--- config.mk ---
export PLATFORM = sky130hd
export DESIGN_NAME = pipe_fetch
export DESIGN_NICKNAME = d
export VERILOG_FILES = /design/src/rtl/pipe_fetch.sv
export SDC_FILE = /design/constraint.sdc
export NUM_CORES = 1
export LEC_CHECK = 0
export BUFFER_PORTS_ARGS = -buffer_cell sky130_fd_sc_hd__buf_2
export CAP_MARGIN = 20
export CORE_UTILIZATION = 30
export CTS_CLUSTER_DIAMETER = 60
export DETAILED_ROUTE_END_ITERATION = 6
export GPL_ROUTABILITY_DRIVEN = 0
export MAX_ROUTING_LAYER = met4
export PLACE_DENSITY = 0.56
export SYNTH_ARGS = -nofsm -noshare
export SYNTH_HDL_FRONTEND = slang
export SYNTH_SLANG_ARGS = --single-unit
--- constraint.sdc ---
create_clock -name clk -period 23.2 [get_ports clk]
set_clock_uncertainty 0.1 [all_clocks]
set_input_delay 0 -clock clk [delete_from_list [all_inputs] [get_ports clk]]
set_output_delay 0 -clock clk [all_outputs]
set_load 0.01 [all_outputs]
--- src/rtl/pipe_fetch.sv ---
// ---------------------------------------------------------------------------
// pipe_fetch -- Y86-64 fetch stage
//
// Holds the PC and reads 8-byte words from instruction memory over a
// req/ack port. One instruction (1, 2, 9 or 10 bytes) is assembled from
// one or two reads, decoded, and presented with a valid flag to the
// fetch/decode pipeline register. A redirect from pipeline control has
// priority over everything else. A read that is squashed by a redirect
// is not abandoned; it is drained and its data is thrown away.
//
// Ports
//   clk, rst              clock, asynchronous active-high reset
//   imem_req/imem_addr    read request and byte address (held until ack)
//   imem_ack/imem_rdata   read completion and data (byte 0 in [7:0])
//   imem_err              address error, qualified by imem_ack
//   d_stall               downstream cannot accept the presented instruction
//   redir_valid/redir_pc  redirect request and target
//   f_valid               f_* hold a complete instruction
//   f_status              1=AOK 2=HLT 3=ADR 4=INS
//   f_icode..f_rB         decoded fields
//   f_valC, f_valP        constant word, PC + length
//   f_pred_pc, f_pc       predicted next PC, address of this instruction
// ---------------------------------------------------------------------------
module pipe_fetch #(
    parameter logic [63:0] RESET_PC = 64'h0
) (
    input  logic        clk,
    input  logic        rst,
    output logic        imem_req,
    output logic [63:0] imem_addr,
    input  logic        imem_ack,
    input  logic [63:0] imem_rdata,
    input  logic        imem_err,
    input  logic        d_stall,
    input  logic        redir_valid,
    input  logic [63:0] redir_pc,
    output logic        f_valid,
    output logic [2:0]  f_status,
    output logic [3:0]  f_icode,
    output logic [3:0]  f_ifun,
    output logic [3:0]  f_rA,
    output logic [3:0]  f_rB,
    output logic [63:0] f_valC,
    output logic [63:0] f_valP,
    output logic [63:0] f_pred_pc,
    output logic [63:0] f_pc
);

    typedef enum logic [2:0] {
        S_IDLE   = 3'd0,
        S_F0     = 3'd1,
        S_F1     = 3'd2,
        S_VALID  = 3'd3,
        S_DRAIN  = 3'd4,
        S_HALTED = 3'd5
    } state_t;

    localparam logic [2:0] ST_AOK = 3'd1;
    localparam logic [2:0] ST_HLT = 3'd2;
    localparam logic [2:0] ST_ADR = 3'd3;
    localparam logic [2:0] ST_INS = 3'd4;

    // ------------------------------------------------------------------
    // State
    // ------------------------------------------------------------------
    state_t      r_state;
    logic [63:0] r_pc;
    logic [63:0] r_addr;     // address of the current/outstanding read
    logic [63:0] r_buf;      // bytes 0..7 of a long instruction
    logic [2:0]  r_status;
    logic [3:0]  r_icode;
    logic [3:0]  r_ifun;
    logic [3:0]  r_ra;
    logic [3:0]  r_rb;
    logic [63:0] r_valc;
    logic [63:0] r_valp;
    logic [63:0] r_pred;

    state_t      w_state_next;
    logic [63:0] w_pc_next;
    logic [63:0] w_addr_next;
    logic        w_capture;
    logic        w_buf_load;
    logic        w_ack;

    // ------------------------------------------------------------------
    // Decode of the bytes available in the completing cycle
    // ------------------------------------------------------------------
    logic [79:0] w_bytes;
    logic [3:0]  w_icode;
    logic [3:0]  w_ifun;
    logic [3:0]  w_len;
    logic [2:0]  w_dec_status;
    logic [3:0]  w_dec_icode;
    logic [3:0]  w_dec_ifun;
    logic [3:0]  w_dec_ra;
    logic [3:0]  w_dec_rb;
    logic [63:0] w_dec_valc;
    logic [63:0] w_dec_valp;
    logic [63:0] w_dec_pred;

    assign w_ack = imem_req && imem_ack;

    // In F1 the first word comes from the buffer and the second read
    // supplies bytes 8..9; in F0 the read data is the whole instruction.
    assign w_bytes = (r_state == S_F1) ? {imem_rdata[15:0], r_buf}
                                       : {16'h0, imem_rdata};
    assign w_icode = w_bytes[7:4];
    assign w_ifun  = w_bytes[3:0];

    always_comb begin
        w_len = 4'd1;
        case (w_icode)
            4'h0, 4'h1, 4'h9:       w_len = 4'd1;
            4'h2, 4'h6, 4'hA, 4'hB: w_len = 4'd2;
            4'h7, 4'h8:             w_len = 4'd9;
            4'h3, 4'h4, 4'h5:       w_len = 4'd10;
            default:                w_len = 4'd1;  // illegal icode
        endcase
    end

    always_comb begin
        w_dec_icode = w_icode;
        w_dec_ifun  = w_ifun;
        w_dec_ra    = 4'hF;
        w_dec_rb    = 4'hF;
        w_dec_valc  = 64'h0;
        w_dec_valp  = r_pc + {60'h0, w_len};
        w_dec_pred  = w_dec_valp;

        if (w_len >= 4'd2) begin
            w_dec_ra = w_bytes[15:12];
            w_dec_rb = w_bytes[11:8];
        end
        case (w_icode)
            4'h7, 4'h8:       w_dec_valc = w_bytes[71:8];
            4'h3, 4'h4, 4'h5: w_dec_valc = w_bytes[79:16];
            default:          w_dec_valc = 64'h0;
        endcase
        // Jumps and calls are predicted taken.
        if (w_icode == 4'h7 || w_icode == 4'h8) begin
            w_dec_pred = w_dec_valc;
        end

        if (imem_err) begin
            w_dec_status = ST_ADR;
            // A faulting fetch is presented as a harmless nop-like shell.
            w_dec_icode  = 4'h1;
            w_dec_ifun   = 4'h0;
            w_dec_ra     = 4'hF;
            w_dec_rb     = 4'hF;
            w_dec_valc   = 64'h0;
            w_dec_pred   = w_dec_valp;
        end else if (w_icode > 4'hB) begin
            w_dec_status = ST_INS;
        end else if (w_icode == 4'h0) begin
            w_dec_status = ST_HLT;
        end else begin
            w_dec_status = ST_AOK;
        end
    end

    // ------------------------------------------------------------------
    // Next-state logic
    // ------------------------------------------------------------------
    always_comb begin
        w_state_next = r_state;
        w_pc_next    = r_pc;
        w_addr_next  = r_addr;
        w_capture    = 1'b0;
        w_buf_load   = 1'b0;

        case (r_state)
            S_IDLE: begin
                w_state_next = S_F0;
                w_addr_next  = r_pc;
            end
            S_F0: begin
                if (w_ack) begin
                    if (imem_err || w_len <= 4'd8) begin
                        w_state_next = S_VALID;
                        w_capture    = 1'b1;
                    end else begin
                        w_state_next = S_F1;
                        w_buf_load   = 1'b1;
                        w_addr_next  = r_pc + 64'd8;
                    end
                end
            end
            S_F1: begin
                if (w_ack) begin
                    w_state_next = S_VALID;
                    w_capture    = 1'b1;
                end
            end
            S_VALID: begin
                if (!d_stall) begin
                    if (r_status == ST_AOK) begin
                        w_state_next = S_F0;
                        w_pc_next    = r_pred;
                        w_addr_next  = r_pred;
                    end else begin
                        w_state_next = S_HALTED;
                    end
                end
            end
            S_DRAIN: begin
                // Squashed read completes; its data is dropped.
                if (w_ack) begin
                    w_state_next = S_F0;
                    w_addr_next  = r_pc;
                end
            end
            S_HALTED: begin
                w_state_next = S_HALTED;
            end
            default: begin
                w_state_next = S_IDLE;
            end
        endcase

        // Redirect overrides everything. A read still in flight keeps its
        // address on the bus until the memory acknowledges it.
        if (redir_valid) begin
            w_pc_next  = redir_pc;
            w_capture  = 1'b0;
            w_buf_load = 1'b0;
            if ((r_state == S_F0 || r_state == S_F1 || r_state == S_DRAIN) && !w_ack) begin
                w_state_next = S_DRAIN;
                w_addr_next  = r_addr;
            end else begin
                w_state_next = S_F0;
                w_addr_next  = redir_pc;
            end
        end
    end

    // ------------------------------------------------------------------
    // Registers
    // ------------------------------------------------------------------
    always_ff @(posedge clk or posedge rst) begin
        if (rst) begin
            r_state  <= S_IDLE;
            r_pc     <= RESET_PC;
            r_addr   <= RESET_PC;
            r_buf    <= 64'h0;
            r_status <= 3'd0;
            r_icode  <= 4'h0;
            r_ifun   <= 4'h0;
            r_ra     <= 4'hF;
            r_rb     <= 4'hF;
            r_valc   <= 64'h0;
            r_valp   <= 64'h0;
            r_pred   <= 64'h0;
        end else begin
            r_state <= w_state_next;
            r_pc    <= w_pc_next;
            r_addr  <= w_addr_next;
            if (w_buf_load) begin
                r_buf <= imem_rdata;
            end
            if (w_capture) begin
                r_status <= w_dec_status;
                r_icode  <= w_dec_icode;
                r_ifun   <= w_dec_ifun;
                r_ra     <= w_dec_ra;
                r_rb     <= w_dec_rb;
                r_valc   <= w_dec_valc;
                r_valp   <= w_dec_valp;
                r_pred   <= w_dec_pred;
            end
        end
    end

    // ------------------------------------------------------------------
    // Outputs
    // ------------------------------------------------------------------
    assign imem_req  = (r_state == S_F0) || (r_state == S_F1) || (r_state == S_DRAIN);
    assign imem_addr = r_addr;

    assign f_valid   = (r_state == S_VALID);
    assign f_status  = r_status;
    assign f_icode   = r_icode;
    assign f_ifun    = r_ifun;
    assign f_rA      = r_ra;
    assign f_rB      = r_rb;
    assign f_valC    = r_valc;
    assign f_valP    = r_valp;
    assign f_pred_pc = r_pred;
    assign f_pc      = r_pc;

endmodule

==> reports/qor.csv <==
metric,value,unit
pre_cts_ws,17.99,ns
gr-total-overflow,0,
synth_flop_cell,dfrtp_1,
synth_top_area_share,46.3,%
grt_pass1_vias,20000,
avgRoutedWirePerCell,26.7,um
synth_area_leaders,"dfrtp_1, nand2_1, mux2_2, mux2i_1, nor2_1",
ir_drop,0.0572,mV
grt_pass1_wl,147,mm
ios,475,
vias_per_cell,5.52,
maxCapViolCount,0,
run_status,"complete, but fails checks",
postSynthAreaPerCell,9.20,um2
clock_latency,0.63,ns
diodes,0,
seq_area_frac_synth,47.3,%
synth_cell_types,76,
seqCellArea,0.0102,mm2
hpwl,73.4,mm
setup_violations,0,
nFillCells,7141,
cts.reportedPaths.clkPinSlew,0.06,ns
cp.arrival,5.64,ns
drive_gt1_share,25.5,%
fin_nets,2966,
layout_setup_ws,17.93,ns
antenna_found_initial,1,
async_flop_share,100,%
relSlewSlack,16.6,%
cts_setup_buffers,0,
crit_path_end_kind,flop,
cp_max_fo,62,
cts_htree_levels,2,
antenna_left,0,
syn2layout_area_growth,29.4,%
dr.pass1.iters,6,
numPortBuffers,474,
num_rows,97,
tritoncts,built,
rsz0062_at_grt,no,
grt_usage,28.1,%
routed_wl,102,mm
fin_cells,3810,
cp_slowest_stage_delay,0.72,ns
synthMostInstantiatedCell,nand2_1,
die_x,270,um
vias,21000,
start_util,30.5,%
p_leak,12.9,nW
failed_checks,hold timing,
crit_type,flop to flop,
slew_violations,0,
crit_family,simple AND/OR/NAND/NOR gates,
path_cells,"buf_4, or3b_4, a211oi_2, or2_2, ha_1, inv_1, fa_1, nand3b_1, a2111oi_2, nand2_1, nor4_1, xnor2_1, o21ai_0",
synth_edf_count,0,
synth_cells,2337,
max_freq,0.190,GHz
final_util,39.5,%
yosysWarnings,0,
place_inst,3571,
die_h,270,um
synth-seq-cells,406,
multi_input_area,0.0104,mm2
worstPathRequired,23.56,ns
finalHoldViolCount,6,
core,0.0705,mm2
hold_ws,-0.0145,ns
drt_iter0_drc,2280,
yosysTopAreaCell,dfrtp_1,
cts-buffers-inserted,51,
period_minus_slack,5.27,ns
fin_crit_sh,22.7,%
clock-sinks,406,
fin_tns_setup,0,ns
grt_max_degree,232,
crit_path_start_kind,flop,
synth_commonest_cells,"nand2_1, dfrtp_1, nor2_1, clkbuf_1, o21ai_0",
remaining_drc_errors,0,
clock_path_buffers,3,
hold_class,input pin to asynchronous set/reset pin,
cp_num_buf_inv,2,
design_power_total,3.33,mW
netlist_area,0.0215,mm2
cts.root.buffer_cell,clkbuf_16,
crit_slowest_cell,a2111oi_2,
tightest_slew,1.24,ns
p_per_area,120,mW/mm2
syn_nets,2476,
die-area,0.0727,mm2
-- registers in the layout (all words and copies together), names as in the netlist --
signal / cells
f_pred_pc: 64
f_pc: 64
f_status: 3
f_rA: 4
f_valC: 64
imem_addr: 64
f_rB: 4
r_state: 3
f_icode: 4
r_buf: 64
f_ifun: 4
f_valP: 64
-- per-layer routing --
| metal | up-vias | routed length (um) | GRT usage (%) |
|---|---|---|---|
| li1 | 9405 | - | - |
| met1 | 10400 | 45800 | 39.4 |
| met2 | 1038 | 44500 | 40.9 |
| met4 | 0 | 2780 | 7.54 |
| met5 | - | 0 | - |
| met3 | 157 | 8620 | 5.94 |
-- cells in the final DEF, fill, tap and decap left out, drive strengths merged, types with 24 or more instances in the layout --
cell         instances
buf                511
o31ai               46
a31oi               75
mux2i               77
nor3                40
nor4                24
xor2                43
mux2                83
o21ai              128
nand4               51
clkbuf              65
a22o                26
xnor2               47
nor2               199
a221o               25
nand3               78
dlygate4sd3        141
a21oi               84
nand2              433
dfrtp              398
o221ai              48
-- cell type report --
cell class	count	share of cell area, %
Inverter	16	0.252
Tap cell	940	4.23
Sequential cell	406	36.6
Multi-Input combinational cell	1700	37.4
Timing Repair Buffer	652	14.7
Clock inverter	31	1.75
Clock buffer	65	5.03
-- repair_timing --
item,in CTS,in global routing
endpoints found under the hold margin,424,0
gates resized for setup,0,0
hold buffers,141,0
-- report_power, final --
group / leakage [nW] / internal (mW) / switching, mW
sequential: 4.99 / 0.975 / 0.324
combinational: 6.97 / 0.441 / 0.684
clock: 0.920 / 0.554 / 0.354
total: 12.9 / 1.97 / 1.36
-- path summary, 6_finish.rpt --
path                                from             to  slack, ns  cells after the start
setup / recovery              r_state[1]     f_valP[54]      17.93                     13
hold / removal                       rst     f_valC[12]      -0.01                      3
setup reg to reg              r_state[1]     f_valP[54]      17.93                     13
hold reg to reg            imem_addr[28]  imem_addr[28]       0.37                      2
max in group asynchronous            rst     r_state[1]      20.76                      5
min in group clk             redir_valid       f_pc[30]       0.02                      3
-- worst min-delay path: cells and delay by family --
kind / cells / cell delay, ns
buffers and inverters: 3 / 1.23
-- metrics by stage --
stage | hold slack, ns | area, um2
3_3_place_gp | 0.130 | 24500
3_5_place_dp | 0.134 | 24500
2_1_floorplan | 0.00544 | 21500
6_report | -0.0145 | 27800
4_1_cts | 0.00491 | 27800
5_1_grt | 0.0377 | 27800
-- logic make-up (layout without fill, tap and decap cells) --
| group | count (synthesis) | in the layout | share of synthesized area (%) |
|---|---|---|---|
| fa+ha+maj | 5 | 5 | 0.326 |
| compound gates | 543 | 543 | 17.6 |
| flops | 406 | 406 | 47.3 |
| buf+inv | 231 | 764 | 4.61 |
| simple gates | 902 | 902 | 18.6 |
| mux | 160 | 160 | 7.93 |
| xor+xnor | 90 | 90 | 3.67 |
Power figures use the tool's default switching activity.
